**config.mk**
```make
export PLATFORM = sky130hd
export DESIGN_NAME = rf_writeback_queue
export DESIGN_NICKNAME = d
export VERILOG_FILES = /design/src/rtl/rf_writeback_queue.sv
export SDC_FILE = /design/constraint.sdc
export NUM_CORES = 1
export LEC_CHECK = 0
export ABC_AREA = 1
export CAP_MARGIN = 40
export CORE_UTILIZATION = 38
export CTS_BUF_LIST = sky130_fd_sc_hd__clkbuf_8
export DETAILED_ROUTE_END_ITERATION = 6
export PLACE_DENSITY = 0.61
export SYNTH_ARGS = -nofsm -noshare
export SYNTH_HDL_FRONTEND = slang
export SYNTH_SLANG_ARGS = --single-unit
```
**constraint.sdc**
```tcl
create_clock -name clk -period 3.2 [get_ports clk]
set_clock_uncertainty 0.1 [all_clocks]
set_input_delay 0.32 -clock clk [delete_from_list [all_inputs] [get_ports clk]]
set_output_delay 0.32 -clock clk [all_outputs]
set_load 0.01 [all_outputs]
```
**src/rtl/rf_writeback_queue.sv**
```systemverilog
// Purpose : circular write-back queue between multi-cycle result producers and the register-file write port.
// Latency : one cycle from acceptance to wr_en when empty; no combinational path from in_* to wr_*.
// Backpress: in_ready drops only when all DEPTH entries are occupied; the drain side never stalls.
//
// Ports:
//   clk, rst                   clock and asynchronous active-low reset
//   in_valid/in_ready/in_rd/in_data   producer request handshake
//   wr_en/wr_addr/wr_data      register-file write port (WE3/A3/WD3), driven by the head entry
//   flush                      synchronous discard of all queued entries
//   q1_addr/q1_hit/q1_data     pending-write lookup for decode A1
//   q2_addr/q2_hit/q2_data     pending-write lookup for decode A2
//   count                      number of occupied entries
module rf_writeback_queue #(
  parameter int DEPTH = 4,
  parameter int AW    = 5,
  parameter int DW    = 32
) (
  input  logic                     clk,
  input  logic                     rst,
  input  logic                     in_valid,
  output logic                     in_ready,
  input  logic [AW-1:0]            in_rd,
  input  logic [DW-1:0]            in_data,
  output logic                     wr_en,
  output logic [AW-1:0]            wr_addr,
  output logic [DW-1:0]            wr_data,
  input  logic                     flush,
  input  logic [AW-1:0]            q1_addr,
  output logic                     q1_hit,
  output logic [DW-1:0]            q1_data,
  input  logic [AW-1:0]            q2_addr,
  output logic                     q2_hit,
  output logic [DW-1:0]            q2_data,
  output logic [$clog2(DEPTH):0]   count
);

  localparam int PW = $clog2(DEPTH);
  localparam int CW = PW + 1;

  // Entry storage; contents are not reset, validity is tracked separately.
  logic [AW-1:0]    ent_rd   [DEPTH];
  logic [DW-1:0]    ent_data [DEPTH];
  logic [DEPTH-1:0] ent_vld;

  logic [PW-1:0] wr_ptr;
  logic [PW-1:0] rd_ptr;
  logic [CW-1:0] occ;

  logic accept;
  logic push;
  logic pop;

  // in_ready depends on state and rst only, never on in_valid.
  assign in_ready = rst & (occ < CW'(DEPTH));
  assign accept   = in_valid & in_ready;

  // Writes to x0 are handshaken but never stored; a flush drops the same-cycle push.
  assign push = accept & ~flush & (in_rd != '0);

  // The register file always takes the head, so presenting it is popping it.
  assign pop = rst & (occ != '0);

  assign wr_en   = pop;
  assign wr_addr = pop ? ent_rd[rd_ptr]   : '0;
  assign wr_data = pop ? ent_data[rd_ptr] : '0;
  assign count   = occ;

  // Pointers and occupancy.
  always_ff @(posedge clk or negedge rst) begin
    if (!rst) begin
      wr_ptr <= '0;
      rd_ptr <= '0;
      occ    <= '0;
    end else if (flush) begin
      // The head write still lands this edge; everything else is discarded.
      wr_ptr <= '0;
      rd_ptr <= '0;
      occ    <= '0;
    end else begin
      if (push) begin
        wr_ptr <= wr_ptr + PW'(1);
      end
      if (pop) begin
        rd_ptr <= rd_ptr + PW'(1);
      end
      case ({push, pop})
        2'b10:   occ <= occ + CW'(1);
        2'b01:   occ <= occ - CW'(1);
        default: occ <= occ;
      endcase
    end
  end

  // Per-entry valid flags. Push and pop never target the same slot in one
  // cycle: that would need the queue to be both empty and full.
  always_ff @(posedge clk or negedge rst) begin
    if (!rst) begin
      ent_vld <= '0;
    end else if (flush) begin
      ent_vld <= '0;
    end else begin
      if (pop) begin
        ent_vld[rd_ptr] <= 1'b0;
      end
      if (push) begin
        ent_vld[wr_ptr] <= 1'b1;
      end
    end
  end

  // Payload storage, no reset needed.
  always_ff @(posedge clk) begin
    if (push) begin
      ent_rd[wr_ptr]   <= in_rd;
      ent_data[wr_ptr] <= in_data;
    end
  end

  // Pending-write lookups. Entries are walked from the head (oldest) towards
  // the tail, so a later match overrides an earlier one and the newest wins.
  // The head is included: its register-file write only completes at the edge.
  logic [AW-1:0] look_addr [2];
  logic          look_hit  [2];
  logic [DW-1:0] look_data [2];

  assign look_addr[0] = q1_addr;
  assign look_addr[1] = q2_addr;

  for (genvar p = 0; p < 2; p++) begin : g_lookup
    always_comb begin
      logic [PW-1:0] idx;
      look_hit[p]  = 1'b0;
      look_data[p] = '0;
      idx          = rd_ptr;
      for (int i = 0; i < DEPTH; i++) begin
        idx = rd_ptr + PW'(i);
        if (rst && ent_vld[idx] && (look_addr[p] != '0) && (ent_rd[idx] == look_addr[p])) begin
          look_hit[p]  = 1'b1;
          look_data[p] = ent_data[idx];
        end
      end
    end
  end

  assign q1_hit  = look_hit[0];
  assign q1_data = look_data[0];
  assign q2_hit  = look_hit[1];
  assign q2_data = look_data[1];

endmodule

```
# --- Yosys cells after proc, flatten, opt, wreduce, memory -nomap -nowiden ---
# Memory sizes are Yosys's and may differ from the RTL's.
# Index checks and enable logic that the tools add are counted.
op_classes:
  n_lt_le_gt_ge: 8
  muxes: 42
  n_bitwise: 9
  n_addsub: 6
  n_reduce_logical: 29
  eq_ne: 10
ops:
  columns: ["op", "count"]
  rows:
  - ["2-to-1 mux 32 bit", 9]
  - ["== test 5 bit", 8]
  - ["logical AND 1 bit", 22]
  - ["2-to-1 mux 1 bit", 16]
  - ["2-to-1 mux 4 bit", 4]
  - ["less-than comparator 2 x 3 -> 1 bit (second input constant)", 5]
  - ["nonzero test 5 bit", 3]
  - ["binary-select mux 1 bit (select 2 bit)", 4]
  - ["2-to-1 mux 2 bit", 4]
  - ["case mux 3 bit (2 select lines)", 1]
  - ["nonzero test 3 bit", 2]
  - ["bitwise AND 1 bit", 5]
  - ["2-to-1 mux 5 bit", 1]
  - ["adder 2 x 1 -> 2 bit (second input constant)", 2]
  - ["adder 2 bit (second input constant)", 2]
  - ["bitwise AND 4 bit", 1]
  - ["demux 1 bit (select 2 bit)", 2]
  - ["greater-or-equal comparator 2 x 1 -> 1 bit (second input constant)", 2]
  - ["inverter 4 bit", 1]
  - ["OR 4 bit", 1]
  - ["nonzero test 2 bit", 2]
  - ["adder 3 x 1 -> 3 bit (second input constant)", 1]
  - ["less-than comparator 3 bit (second input constant)", 1]
  - ["2-to-1 mux 3 bit", 1]
  - ["4 further kinds", 4]
totals:
  word_cells: 110
  mem_bits_rw: 148
  memories: 2
  out_inout_bits: 108
  inputBits: 51
  regBits: 11
mem_list:
  columns: ["memory", "words", "width", "rd", "rd_ports_with_merged_regs", "write_ports", "line", "text"]
  rows:
  - ["ent_data", 4, 32, 4, 0, 1, "42", "logic [DW-1:0] ent_data [DEPTH];"]
  - ["ent_rd", 4, 5, 4, 0, 1, "41", "logic [AW-1:0] ent_rd [DEPTH];"]

# --- Depth between registers and ports, before layout ---
depth:
  word_depth: 11
  ltp_mapped: 21
  mapped_depth_nobuf: 15

# --- Least setup slack after synthesis ---
# Ideal clock, no wire load.
synth_timing:
  path_kind: "register to output"
  start: "register rd_ptr[0]"
  end: "output q2_data[11]"
  slack_ps: -172
  required_time_ps: 2780
  t_arrival_ps: 2952
  path_buffers: 7
  stages_incl_launch_ff: 18
  cell_sequence: "dfrtp_1 > inv_2 > buf_2 > clkbuf_1 > clkbuf_1 > ha_1 > buf_4 > inv_2 > buf_6 > buf_4 > nand3_1 > nand2_1 > xor2_1 > nand2_1 > nor2_4 > clkbuf_1 > nand2_1 > nand2_1"
synth_via:
  elab_chain_len: 9
  word_cells_on_any_way: 33
  classes_between: "add/sub: 3; eq/ne: 4; mux: 12; reduce/logical: 12; memory: 2"
synth_rtl:
  columns: ["item", "line", "text"]
  rows:
  - ["start: declaration", "46", "logic [PW-1:0] rd_ptr;"]
  - ["start signal: assignment", "84", "rd_ptr <= rd_ptr + PW'(1);"]
  - ["parallel branches: the longest is 8 deep, another holds memory read (4 x 5 bit)", null, null]
  - ["2-to-1 mux 32 bit *", "137", "if (rst && ent_vld[idx] && (look_addr[p] != '0) && (ent_rd[idx] == look_addr[p])) begin"]
  - ["end: declaration", "33", "output logic [DW-1:0] q2_data,"]
# Mark *: on every way between the ends. The select of a mux whose other input is x is not followed.

# --- Worst setup path in the final report ---
layout_timing:
  start: "register rd_ptr[0]"
  end: "output q2_data[0]"
# The elaborated chain is that of the path after synthesis.

==> out/metrics.csv <==
metric,value,unit
clock.fmax,0.2846,GHz
dp_hpwl,30.15,mm
routed_wl,48.76,mm
core,32450,um^2
die-height,183.4,um
antenna_found_initial,2,
wl_per_cell,19.23,um
root_buffer,clkbuf_8,
min_path_type,input pin to async pin,
period_needed,3.514,ns
netlist_instances,1752,
cp-end-kind,output port,
grt_pass1_wl,72.08,mm
r2r-start,count[2],
cts_tree,done,
ys_ff_latch,159,
routed-via-count,13871,
rsz0062_at_grt,true,
power_density,424.7,nW/um^2
clock_sinks,159,
portBuffers,158,
syn_avg_cell_area,7.135,um^2
layout.nets,2140,
slew_headroom,0.6441,
critPathLaunchType,register,
drt_iter0_markers,1430,
synth_area_leader_cell,edfxtp_1,
place_congestion,0.9387,
period_share,1.098,
yosysWarningCount,0,
reg2regPathDepth,11,
grt_max_degree,63,
synth.distinct_cells,36,
cp.required,2.78,ns
crit_slowest_cell,dfrtp_4,
p_leak,8.450,nW
start_util,0.3852,
place_area,15790,um^2
pwr-share-clk,0.219,
htreeDepth,4,
synth_top_area_frac,0.3555,
hold_viol_final,0,
outcome,finished with violations,
syn-cell-area,12500,um^2
synth_nets,1812,
dr.pass1.iters,6,
cts_hold_buf,0,
worst_path_largest_cell_delay,0.53,ns
setup_violations,67,
crit_top_cell,nand2_1,
viasPerCell,5.470,
rows,66,
finalInstanceArea,18500,um^2
final_max_slew_viol_count,0,
drc_errors,0,
internal_power,4.724,mW
setup_tns,-14.92,ns
crit_chain,inv_6 > ha_4 > buf_6 > buf_8 > nand3_4 > nand2_2 > nand2_1 > nand2_1 > nor2_2 > nand3_4 > buf_12 > buf_12 > buf_8 > nor2_4 > nor2_1 > nand2_1 > nand2_1 > nand2_2 > buf_6,
ir_drop,0.0002347,V
ant_nets,0,
power_switching,3.132,mW
area_growth,47.97,%
worst_pin_slew,0.5283,ns
dieWidth,183.4,um
die_area,33630,um^2
crit_type,register to output port,
grtUsageTotal,0.2787,
clk_pin_slew,0.10,ns
synth_seq_area_share,0.3775,
max_cap_viol_count,0,
reg2reg_setup_slack,1.04,ns
clock_latency,0.48,ns
seqPwrFrac,0.299,
grt_pass1_vias,13191,
power.share.combinational,0.482,
synth_area_leaders,"edfxtp_1 36%, nand2_1 16%, nand3_1 9.1%",
violations,negative setup slack,
fillCellCount,2853,
cts_buffer_depth,2,
setup_ws,-0.3140,ns
ios,159,
cp_max_fo,8,
grt_overflow,0,
layout-drive-gt1-share,0.3125,
cts_made_buffers,17,
worstReg2RegEnd,count[2],
netSwitchingFraction,0.3987,
crit_arrival,3.09,ns
[state kept, by name (all words and copies together) (netlist names)]
register / count
ent_vld: 4
count: 3
ent_data: 128
ent_rd: 20
rd_ptr: 2
wr_ptr: 2
[cell type report]
| type | instances | area (um^2) | share of cell area |
|---|---|---|---|
| Multi-Input combinational cell | 1329 | 7564 | 0.4089 |
| Antenna cell | 1 | 2.502 | 0.0001353 |
| Clock buffer | 17 | 234.0 | 0.01265 |
| Clock inverter | 15 | 209.0 | 0.01130 |
| Tap cell | 442 | 553.0 | 0.02990 |
| Inverter | 147 | 570.5 | 0.03084 |
| Timing Repair Buffer | 426 | 4642 | 0.2509 |
| Sequential cell | 159 | 4723 | 0.2553 |
[synth_stat cells, drive strengths merged]
library cell / count
a21oi: 37
a31oi: 1
and2: 1
buf: 72
clkbuf: 45
clkinv: 1
dfrtp: 11
edfxtp: 148
fa: 1
ha: 8
inv: 146
mux2i: 77
nand2: 556
nand3: 235
nand4: 49
nor2: 132
nor3: 1
o21a: 19
o21ai: 152
or2: 46
xnor2: 1
xor2: 13
[power groups by stage]
stage	Combinational [mW]	Sequential [mW]	Clock (mW)
4_1_cts	3.48	2.34	1.73
6_report	3.79	2.35	1.72
5_1_grt	4.06	2.35	1.82
3_3_place_gp	3.11	2.39	0
3_5_place_dp	3.14	2.39	0
2_1_floorplan	1.90	2.39	0
[stage by stage]
step | instances | setup slack [ns] | utilization | power (mW) | hold WS (ns)
after floorplan | 1752 | 0.07668 | - | 4.286 | -0.07559
after global placement | 2419 | -0.2094 | 0.4865 | 5.495 | 0.4347
after detailed placement | 2419 | -0.2247 | 0.4865 | 5.525 | 0.4430
after CTS | 2508 | -0.2998 | 0.5431 | 7.561 | 0.1733
after global routing | 2535 | -0.4213 | 0.5699 | 8.238 | 0.2016
final | 2536 | -0.3140 | 0.5700 | 7.856 | 0.2009
[placed cells by master (no fill, tap or decap), types with 73 or more instances in the layout]
| cell type | netlist | layout |
|---|---|---|
| nand3_2 | 7 | 76 |
| inv_1 | 143 | 130 |
| buf_4 | 14 | 153 |
| clkdlybuf4s50_1 | 0 | 80 |
| mux2i_1 | 77 | 73 |
| o21ai_0 | 140 | 133 |
| nor2_1 | 124 | 96 |
| nand2_1 | 548 | 464 |
| nand3_1 | 228 | 153 |
| nand2_2 | 8 | 84 |
| edfxtp_1 | 148 | 148 |
[layer usage]
metal / up-vias / track usage / wire length [um]
li1: 6481 / - / -
met1: 6571 / 0.3573 / 19700
met2: 676 / 0.4586 / 22790
met3: 141 / 0.04865 / 4228
met4: 2 / 0.1250 / 2022
met5: - / 0 / 12
[kinds of logic after synthesis]
family / count (synthesis) / synth area share
AO/OA/AOI/OAI: 209 / 0.08788
XOR/XNOR: 14 / 0.009809
adder cells (fa/ha/maj): 9 / 0.009609
buffers and inverters: 264 / 0.09569
flip-flops: 159 / 0.3775
multiplexers: 77 / 0.06166
AND/OR/NAND/NOR: 1020 / 0.3578
[worst max-delay path by stage]
stage,startpoint,endpoint,slack [ns],cells past startpoint
after CTS,rd_ptr[0],q1_data[29],-0.30,17
final,rd_ptr[0],q2_data[0],-0.31,19
after detailed placement,rd_ptr[0],q1_data[29],-0.22,14
after global placement,rd_ptr[0],q2_data[3],-0.21,15
after global routing,rd_ptr[0],q2_data[0],-0.42,19
after floorplan,rd_ptr[0],q1_data[10],0.08,17
[worst max-delay path: cells and delay by family (launching register included)]
kind / cells / cell delay (ns)
buf+inv: 7 / 0.92
simple gates: 11 / 0.95
flops: 1 / 0.53
fa+ha+maj: 1 / 0.22
[what timing repair did]
item                                    4_1_cts  5_1_grt
gates cloned                                 15        8
pin swaps                                    81       68
gates resized for setup                     485      202
hold endpoints to repair                      0        0
buffers inserted                             47       29
endpoints found under the setup margin       91       90
(Power assumes the default switching activity.)
